File: src/rtl/video_pkg.sv
// Shared types and helpers for the video window timing block.
package video_pkg;

   localparam int COLOR_W_DEF = 12;

   typedef enum logic [1:0] {ACTIVE, FP, SYNC, BP} region_e;

   typedef struct packed {
      logic hs;
      logic vs;
      logic hblank;
      logic vblank;
      logic win;
   } vflags_t;

   function automatic int timing_total(int act, int fp, int sync, int bp);
      return act + fp + sync + bp;
   endfunction

   // Regions are ordered active, front porch, sync, back porch.
   function automatic region_e region_of(int pos, int act, int fp, int sync);
      if (pos < act)             return ACTIVE;
      if (pos < act + fp)        return FP;
      if (pos < act + fp + sync) return SYNC;
      return BP;
   endfunction

endpackage

File: src/rtl/sig_delay.sv
// Width/depth shift register advanced by ce, reset to a fixed value.
module sig_delay #(
   parameter int             W       = 1,
   parameter int             DEPTH   = 1,
   parameter logic [W-1:0]   RST_VAL = '0
) (
   input  logic         clk,
   input  logic         reset_n,
   input  logic         ce,
   input  logic [W-1:0] d,
   output logic [W-1:0] q
);

   logic [DEPTH-1:0][W-1:0] stg;

   always_ff @(posedge clk or negedge reset_n) begin
      if (!reset_n) begin
         stg <= {DEPTH{RST_VAL}};
      end else if (ce) begin
         for (int i = DEPTH - 1; i > 0; i--) stg[i] <= stg[i-1];
         stg[0] <= d;
      end
   end

   assign q = stg[DEPTH-1];

endmodule

File: src/rtl/video_window_timing.sv
// Programmable video timing with an image window and multiplier-free fb addressing.
// Define VWT_PIXEL_DOUBLE_EN to show each framebuffer pixel as a 2x2 screen block.
module video_window_timing
   import video_pkg::*;
#(
   parameter int ADDR_W   = 20,
   parameter int H_ACTIVE = 1280,
   parameter int H_FP     = 110,
   parameter int H_SYNC   = 40,
   parameter int H_BP     = 220,
   parameter int V_ACTIVE = 720,
   parameter int V_FP     = 5,
   parameter int V_SYNC   = 5,
   parameter int V_BP     = 20,
   parameter bit HS_POL   = 1'b1,
   parameter bit VS_POL   = 1'b1,
   parameter int IMG_X0   = 0,
   parameter int IMG_Y0   = 110,
   parameter int IMG_W    = 1280,
   parameter int IMG_H    = 500,
   parameter int COLOR_W  = COLOR_W_DEF,
   parameter int PIPE_LAT = 2
) (
   input  logic               clk,
   input  logic               reset_n,
   input  logic               ce_pix,
   input  logic [COLOR_W-1:0] border_color,
   input  logic [COLOR_W-1:0] pixel_in,
   output logic [10:0]        x,
   output logic [9:0]         y,
   output logic [ADDR_W-1:0]  fb_addr,
   output logic               fb_rd,
   output logic               frame_start,
   output logic [COLOR_W-1:0] rgb,
   output logic               hs,
   output logic               vs,
   output logic               hblank,
   output logic               vblank
);

`ifdef VWT_PIXEL_DOUBLE_EN
   localparam int SCALE = 2;
`else
   localparam int SCALE = 1;
`endif

   localparam int H_TOTAL = timing_total(H_ACTIVE, H_FP, H_SYNC, H_BP);
   localparam int V_TOTAL = timing_total(V_ACTIVE, V_FP, V_SYNC, V_BP);
   localparam int WIN_W   = IMG_W * SCALE;
   localparam int WIN_H   = IMG_H * SCALE;
   localparam int HW      = (H_TOTAL > 2) ? $clog2(H_TOTAL) : 1;
   localparam int VW      = (V_TOTAL > 2) ? $clog2(V_TOTAL) : 1;

   localparam logic [HW-1:0]     H_LAST    = HW'(H_TOTAL - 1);
   localparam logic [VW-1:0]     V_LAST    = VW'(V_TOTAL - 1);
   localparam logic [HW-1:0]     X_LO      = HW'(IMG_X0);
   localparam logic [VW-1:0]     Y_LO      = VW'(IMG_Y0);
   localparam logic [HW-1:0]     WIN_W_C   = HW'(WIN_W);
   localparam logic [HW-1:0]     WIN_XLAST = HW'(WIN_W - 1);
   localparam logic [VW-1:0]     WIN_H_C   = VW'(WIN_H);
   localparam logic [ADDR_W-1:0] LINE_STEP = ADDR_W'(IMG_W);

   localparam vflags_t FLAGS_RST = '{hs: ~HS_POL, vs: ~VS_POL, hblank: 1'b1,
                                     vblank: 1'b1, win: 1'b0};

   if (IMG_X0 < 0 || IMG_Y0 < 0 || IMG_W < 1 || IMG_H < 1 ||
       IMG_X0 + WIN_W > H_ACTIVE || IMG_Y0 + WIN_H > V_ACTIVE) begin : g_bad_window
      $error("video_window_timing: image window must lie inside the active area");
   end
   if (PIPE_LAT < 1) begin : g_bad_lat
      $error("video_window_timing: PIPE_LAT must be at least 1");
   end

   logic [HW-1:0]     h, h_nxt, hoff, hoff_n;
   logic [VW-1:0]     v, v_nxt, voff, voff_n;
   logic              h_wrap, v_wrap, win, win_n;
   logic              adv_line, step_pix;
   logic [ADDR_W-1:0] line_base, lb_nxt;
   vflags_t           flags_now, flags_dly;

   always_comb begin
      h_wrap = (h == H_LAST);
      v_wrap = h_wrap && (v == V_LAST);
      h_nxt  = h_wrap ? '0 : h + 1'b1;
      v_nxt  = v_wrap ? '0 : (h_wrap ? v + 1'b1 : v);
   end

   // Offsets wrap below the window origin, so one unsigned compare covers both bounds.
   assign hoff   = h - X_LO;
   assign voff   = v - Y_LO;
   assign hoff_n = h_nxt - X_LO;
   assign voff_n = v_nxt - Y_LO;
   assign win    = (hoff < WIN_W_C) && (voff < WIN_H_C);
   assign win_n  = (hoff_n < WIN_W_C) && (voff_n < WIN_H_C);

`ifdef VWT_PIXEL_DOUBLE_EN
   assign adv_line = voff[0];
   assign step_pix = ~hoff_n[0];
`else
   assign adv_line = 1'b1;
   assign step_pix = 1'b1;
`endif

   always_comb begin
      lb_nxt = line_base;
      if (v_wrap)                                     lb_nxt = '0;
      else if (win && hoff == WIN_XLAST && adv_line)  lb_nxt = line_base + LINE_STEP;
   end

   // fb_addr is set up one step early so it matches the (h,v) that fb_rd reports.
   always_ff @(posedge clk or negedge reset_n) begin
      if (!reset_n) begin
         h         <= '0;
         v         <= '0;
         line_base <= '0;
         fb_addr   <= '0;
      end else if (ce_pix) begin
         h         <= h_nxt;
         v         <= v_nxt;
         line_base <= lb_nxt;
         if (win_n) begin
            if (hoff_n == '0)  fb_addr <= lb_nxt;
            else if (step_pix) fb_addr <= fb_addr + 1'b1;
         end
      end
   end

   always_comb begin
      flags_now.hs     = (region_of(int'(h), H_ACTIVE, H_FP, H_SYNC) == SYNC) ? HS_POL : ~HS_POL;
      flags_now.vs     = (region_of(int'(v), V_ACTIVE, V_FP, V_SYNC) == SYNC) ? VS_POL : ~VS_POL;
      flags_now.hblank = (region_of(int'(h), H_ACTIVE, H_FP, H_SYNC) != ACTIVE);
      flags_now.vblank = (region_of(int'(v), V_ACTIVE, V_FP, V_SYNC) != ACTIVE);
      flags_now.win    = win;
   end

   sig_delay #(
      .W       ($bits(vflags_t)),
      .DEPTH   (PIPE_LAT),
      .RST_VAL (FLAGS_RST)
   ) u_flag_dly (
      .clk     (clk),
      .reset_n (reset_n),
      .ce      (ce_pix),
      .d       (flags_now),
      .q       (flags_dly)
   );

   assign x           = 11'(h);
   assign y           = 10'(v);
   assign fb_rd       = reset_n && win;
   assign frame_start = reset_n && (h == '0) && (v == '0);
   assign hs          = flags_dly.hs;
   assign vs          = flags_dly.vs;
   assign hblank      = flags_dly.hblank;
   assign vblank      = flags_dly.vblank;
   assign rgb         = (flags_dly.hblank || flags_dly.vblank) ? '0 :
                        flags_dly.win ? pixel_in : border_color;

endmodule

File: config.mk
export PLATFORM = sky130hd
export DESIGN_NAME = video_window_timing
export DESIGN_NICKNAME = d
export VERILOG_FILES = /design/src/rtl/video_pkg.sv /design/src/rtl/sig_delay.sv /design/src/rtl/video_window_timing.sv
export SDC_FILE = /design/constraint.sdc
export NUM_CORES = 1
export LEC_CHECK = 0
export CORE_ASPECT_RATIO = 0.9
export CORE_MARGIN = 5
export CORE_UTILIZATION = 25
export DETAILED_ROUTE_END_ITERATION = 8
export DONT_BUFFER_PORTS = 1
export PLACE_DENSITY_LB_ADDON = 0.15
export SETUP_SLACK_MARGIN = 0.2
export SLEW_MARGIN = 20
export SYNTH_ARGS = -nofsm -noshare
export SYNTH_HDL_FRONTEND = slang
export SYNTH_SLANG_ARGS = --single-unit
File: constraint.sdc
create_clock -name clk -period 8.11 [get_ports clk]
set_clock_uncertainty 0.1 [all_clocks]
set_input_delay 2.0275 -clock clk [delete_from_list [all_inputs] [get_ports clk]]
set_output_delay 2.0275 -clock clk [all_outputs]
set_load 0.03 [all_outputs]
==> impl_metrics.env <==
export IMPL_cpMostUsedCell="a211oi_1"
export IMPL_p_leak_uw=0.00211
export IMPL_use_met2_pct=22.4
export IMPL_vdd_drop_max_uv=76.3
export IMPL_cts_tree="built"
export IMPL_ys_ff_latch=71
export IMPL_rsz0062_at_grt="no"
export IMPL_grt_total_usage_pct=13.9
export IMPL_slew_viol_final=0
export IMPL_finalCoreUtilization_pct=28.3
export IMPL_initial_utilization_pct=25.6
export IMPL_synth_area_leaders="dfrtp_1 (34%), o21ai_0 (5.5%), nor2_1 (4.0%)"
export IMPL_fin_hold_ws_ps=370
export IMPL_ios=86
export IMPL_grt_pass1_wl_mm=24.9
export IMPL_cap_viol_max_count=0
export IMPL_finalCritPeriodShare_pct=65.3
export IMPL_syn_area_sq_um=4930
export IMPL_grt_use_met3_pct=3.09
export IMPL_required_ps=5980
export IMPL_yosysWarnings=0
export IMPL_busiest_layer="met2"
export IMPL_path_cells="ha_1, a211oi_1, a311oi_1, a211oi_1, buf_4, nor4b_2"
export IMPL_detail_route_antenna_nets=0
export IMPL_critPathMaxStageDelay_ps=960
export IMPL_vias_per_cell=5.45
export IMPL_vias=4485
export IMPL_synth_main_ff_cell="dfrtp_1"
export IMPL_use_met1_pct=18.9
export IMPL_cts_hold_buffers_added=0
export IMPL_cp_end_kind="output pin"
export IMPL_relSlewSlack_pct=35.8
export IMPL_cts_max_path_buffers=2
export IMPL_startpoint_type="flip-flop"
export IMPL_cts_sinks=71
export IMPL_synth_area_leader_cell="dfrtp_1"
export IMPL_cp_slowest_cell="dfrtp_1"
export IMPL_crit_fanout=22
export IMPL_drive_above_1_share_pct=8.55
export IMPL_hold_depth=2
export IMPL_die_area_sq_um=22600
export IMPL_outcome="completed"
export IMPL_wl_mm=15.7
export IMPL_grt_pass1_vias=4388
export IMPL_htree_levels=3
export IMPL_cts_root_buffer="clkbuf_16"
export IMPL_nNetsFinal=606
export IMPL_gp_congestion=0.797
export IMPL_hold_path_class="flip-flop to flip-flop"
export IMPL_die_h_um=143
export IMPL_reg2reg_depth=15
export IMPL_detail_route_wl_per_cell_um=19.1
export IMPL_synth_edf_count=0
export IMPL_r2r_end="fb_addr[1]"
export IMPL_core_area_sq_um=19300
export IMPL_hp_start="u_flag_dly.stg[1]"
export IMPL_synth_nets=636
export IMPL_worst_path_buf_inv=1
export IMPL_hold_viol=0
export IMPL_clkTransAtPathRegs_ps=60
export IMPL_setup_tns_ps=0
export IMPL_yosys_area_top_type_share_pct=34.0
export IMPL_post_cts_buffers=0
export IMPL_clk_latency_ps=340
export IMPL_path_class="flip-flop to output pin"
export IMPL_grt_max_degree=74
export IMPL_worst_slew_pin_slew_ps=949
export IMPL_fmax_ghz=0.189
export IMPL_cp_arrival_ps=3170
export IMPL_drc=0
export IMPL_nFillCells=1998
export IMPL_power_density_nw_per_um2=257
export IMPL_dr_pass1_iters=5
export IMPL_r2r_setup_slack_ps=3270
export IMPL_synthCells=598
export IMPL_die_x_um=158
export IMPL_drtIter0Drc=330
export IMPL_cts_buffers=9
export IMPL_area_delta_synth_final_pct=10.5
export IMPL_num_rows=48
export IMPL_dp_hpwl_mm=10.9
export IMPL_io_buffer_count=0
export IMPL_yosysSeqAreaShare_pct=36.1
export IMPL_crit_start="y[2]"
export IMPL_grt_antenna_before_repair=0
export IMPL_overflow=0
export IMPL_cp_depth=6
export IMPL_whs_endpoint="u_flag_dly.stg[1]"
export IMPL_avgSynthCellArea_sq_um=8.25
export IMPL_finalCriticalPeriod_ps=5290
export IMPL_synth_distinct_cells=66
export IMPL_r2r_start="x[1]"
export IMPL_path_delay_family="flip-flops"
export IMPL_cts_resized_gates=0
export IMPL_setup_violations=0
export IMPL_n_antenna_cell=0
export IMPL_ys_async_sr_fraction_pct=100
export IMPL_finalPower_uw=1400
==> tightest hold or removal path: cells and delay by family (launching register included) <==
family	cells	cell delay [ps]
compound gates	1	60
flops	1	360
buf+inv	1	40
==> cells by family after synthesis <==
| group | count (synthesis) | synth area share, % |
|---|---|---|
| fa+ha+maj | 12 | 2.99 |
| xor+xnor | 20 | 3.55 |
| compound gates | 169 | 22.0 |
| flops | 71 | 36.1 |
| buf+inv | 66 | 5.60 |
| mux | 26 | 5.55 |
| simple gates | 234 | 24.2 |
==> flip-flops by register name, summed over array words and instances, names as in the netlist <==
signal / count
fb_addr: 20
x: 11
u_flag_dly.stg: 5
y: 10
u_flag_dly.q: 5
line_base: 20
==> synth_stat cells, drive strengths merged, types with 5 or more instances <==
master / count
a21oi: 35
o21ai: 54
and3: 15
buf: 13
a21o: 7
o31ai: 11
nor4b: 5
nor3: 22
clkbuf: 33
xnor2: 16
or3: 5
nand2: 52
nor2: 54
nor4: 15
dfrtp: 67
a31oi: 13
ha: 11
nand3: 26
nand4: 12
mux2i: 15
and2: 11
inv: 20
mux2: 11
==> how the worst max path moves through the flow <==
stage,to,slack (ps)
after global placement,frame_start,3110
after CTS,fb_rd,2800
final,fb_rd,2820
after global routing,fb_rd,2640
after detailed placement,frame_start,3130
after floorplan,frame_start,2680
==> final cells by class <==
cell class	count	area [sq um]	share of cell area [%]
Inverter	20	75.1	1.38
Timing Repair Buffer	5	37.5	0.689
Clock buffer	9	225	4.13
Tap cell	250	313	5.74
Multi-Input combinational cell	461	2900	53.2
Sequential cell	71	1780	32.7
Clock inverter	7	119	2.18
==> metal layers <==
layer	routed length (um)	part of all wire, %	vias to the layer above
met5	0	0	-
met4	190	1.2	0
met3	1010	6.4	13
met2	7340	47	131
met1	7150	46	2201
li1	-	-	2140
==> per-stage QoR <==
step / setup slack (ps) / instance area [sq um] / instances
2_1_floorplan: 2680 / 4930 / 598
3_3_place_gp: 3110 / 5100 / 807
3_5_place_dp: 3130 / 5100 / 807
4_1_cts: 2800 / 5440 / 823
5_1_grt: 2640 / 5450 / 823
6_report: 2820 / 5450 / 823
==> cells in the final DEF, fill, tap and decap left out, types with 4 or more instances in the layout <==
cell / synthesis / final
nand4_1: 12 / 12
o31ai_1: 11 / 11
a21o_1: 7 / 7
nor4b_1: 5 / 4
xnor2_1: 16 / 16
and3_1: 15 / 15
dfrtp_1: 67 / 67
nand2_1: 52 / 52
dfstp_2: 4 / 4
mux2i_1: 15 / 15
o31a_1: 4 / 4
nor2_1: 53 / 53
nor3_1: 22 / 22
a21oi_1: 35 / 35
o22ai_1: 4 / 4
mux2_2: 11 / 11
xor2_1: 4 / 4
or3_1: 5 / 5
o21ai_0: 54 / 54
clkbuf_16: 0 / 9
and2_1: 10 / 10
nand3_1: 26 / 26
buf_4: 0 / 5
ha_1: 11 / 11
a31oi_1: 13 / 13
nor4_1: 14 / 13
inv_1: 20 / 20
==> power by group <==
part	switching [uW]	internal (uW)
sequential	237	413
clock	166	301
combinational	176	111
total	578	825
Power figures use the tool's default switching activity.
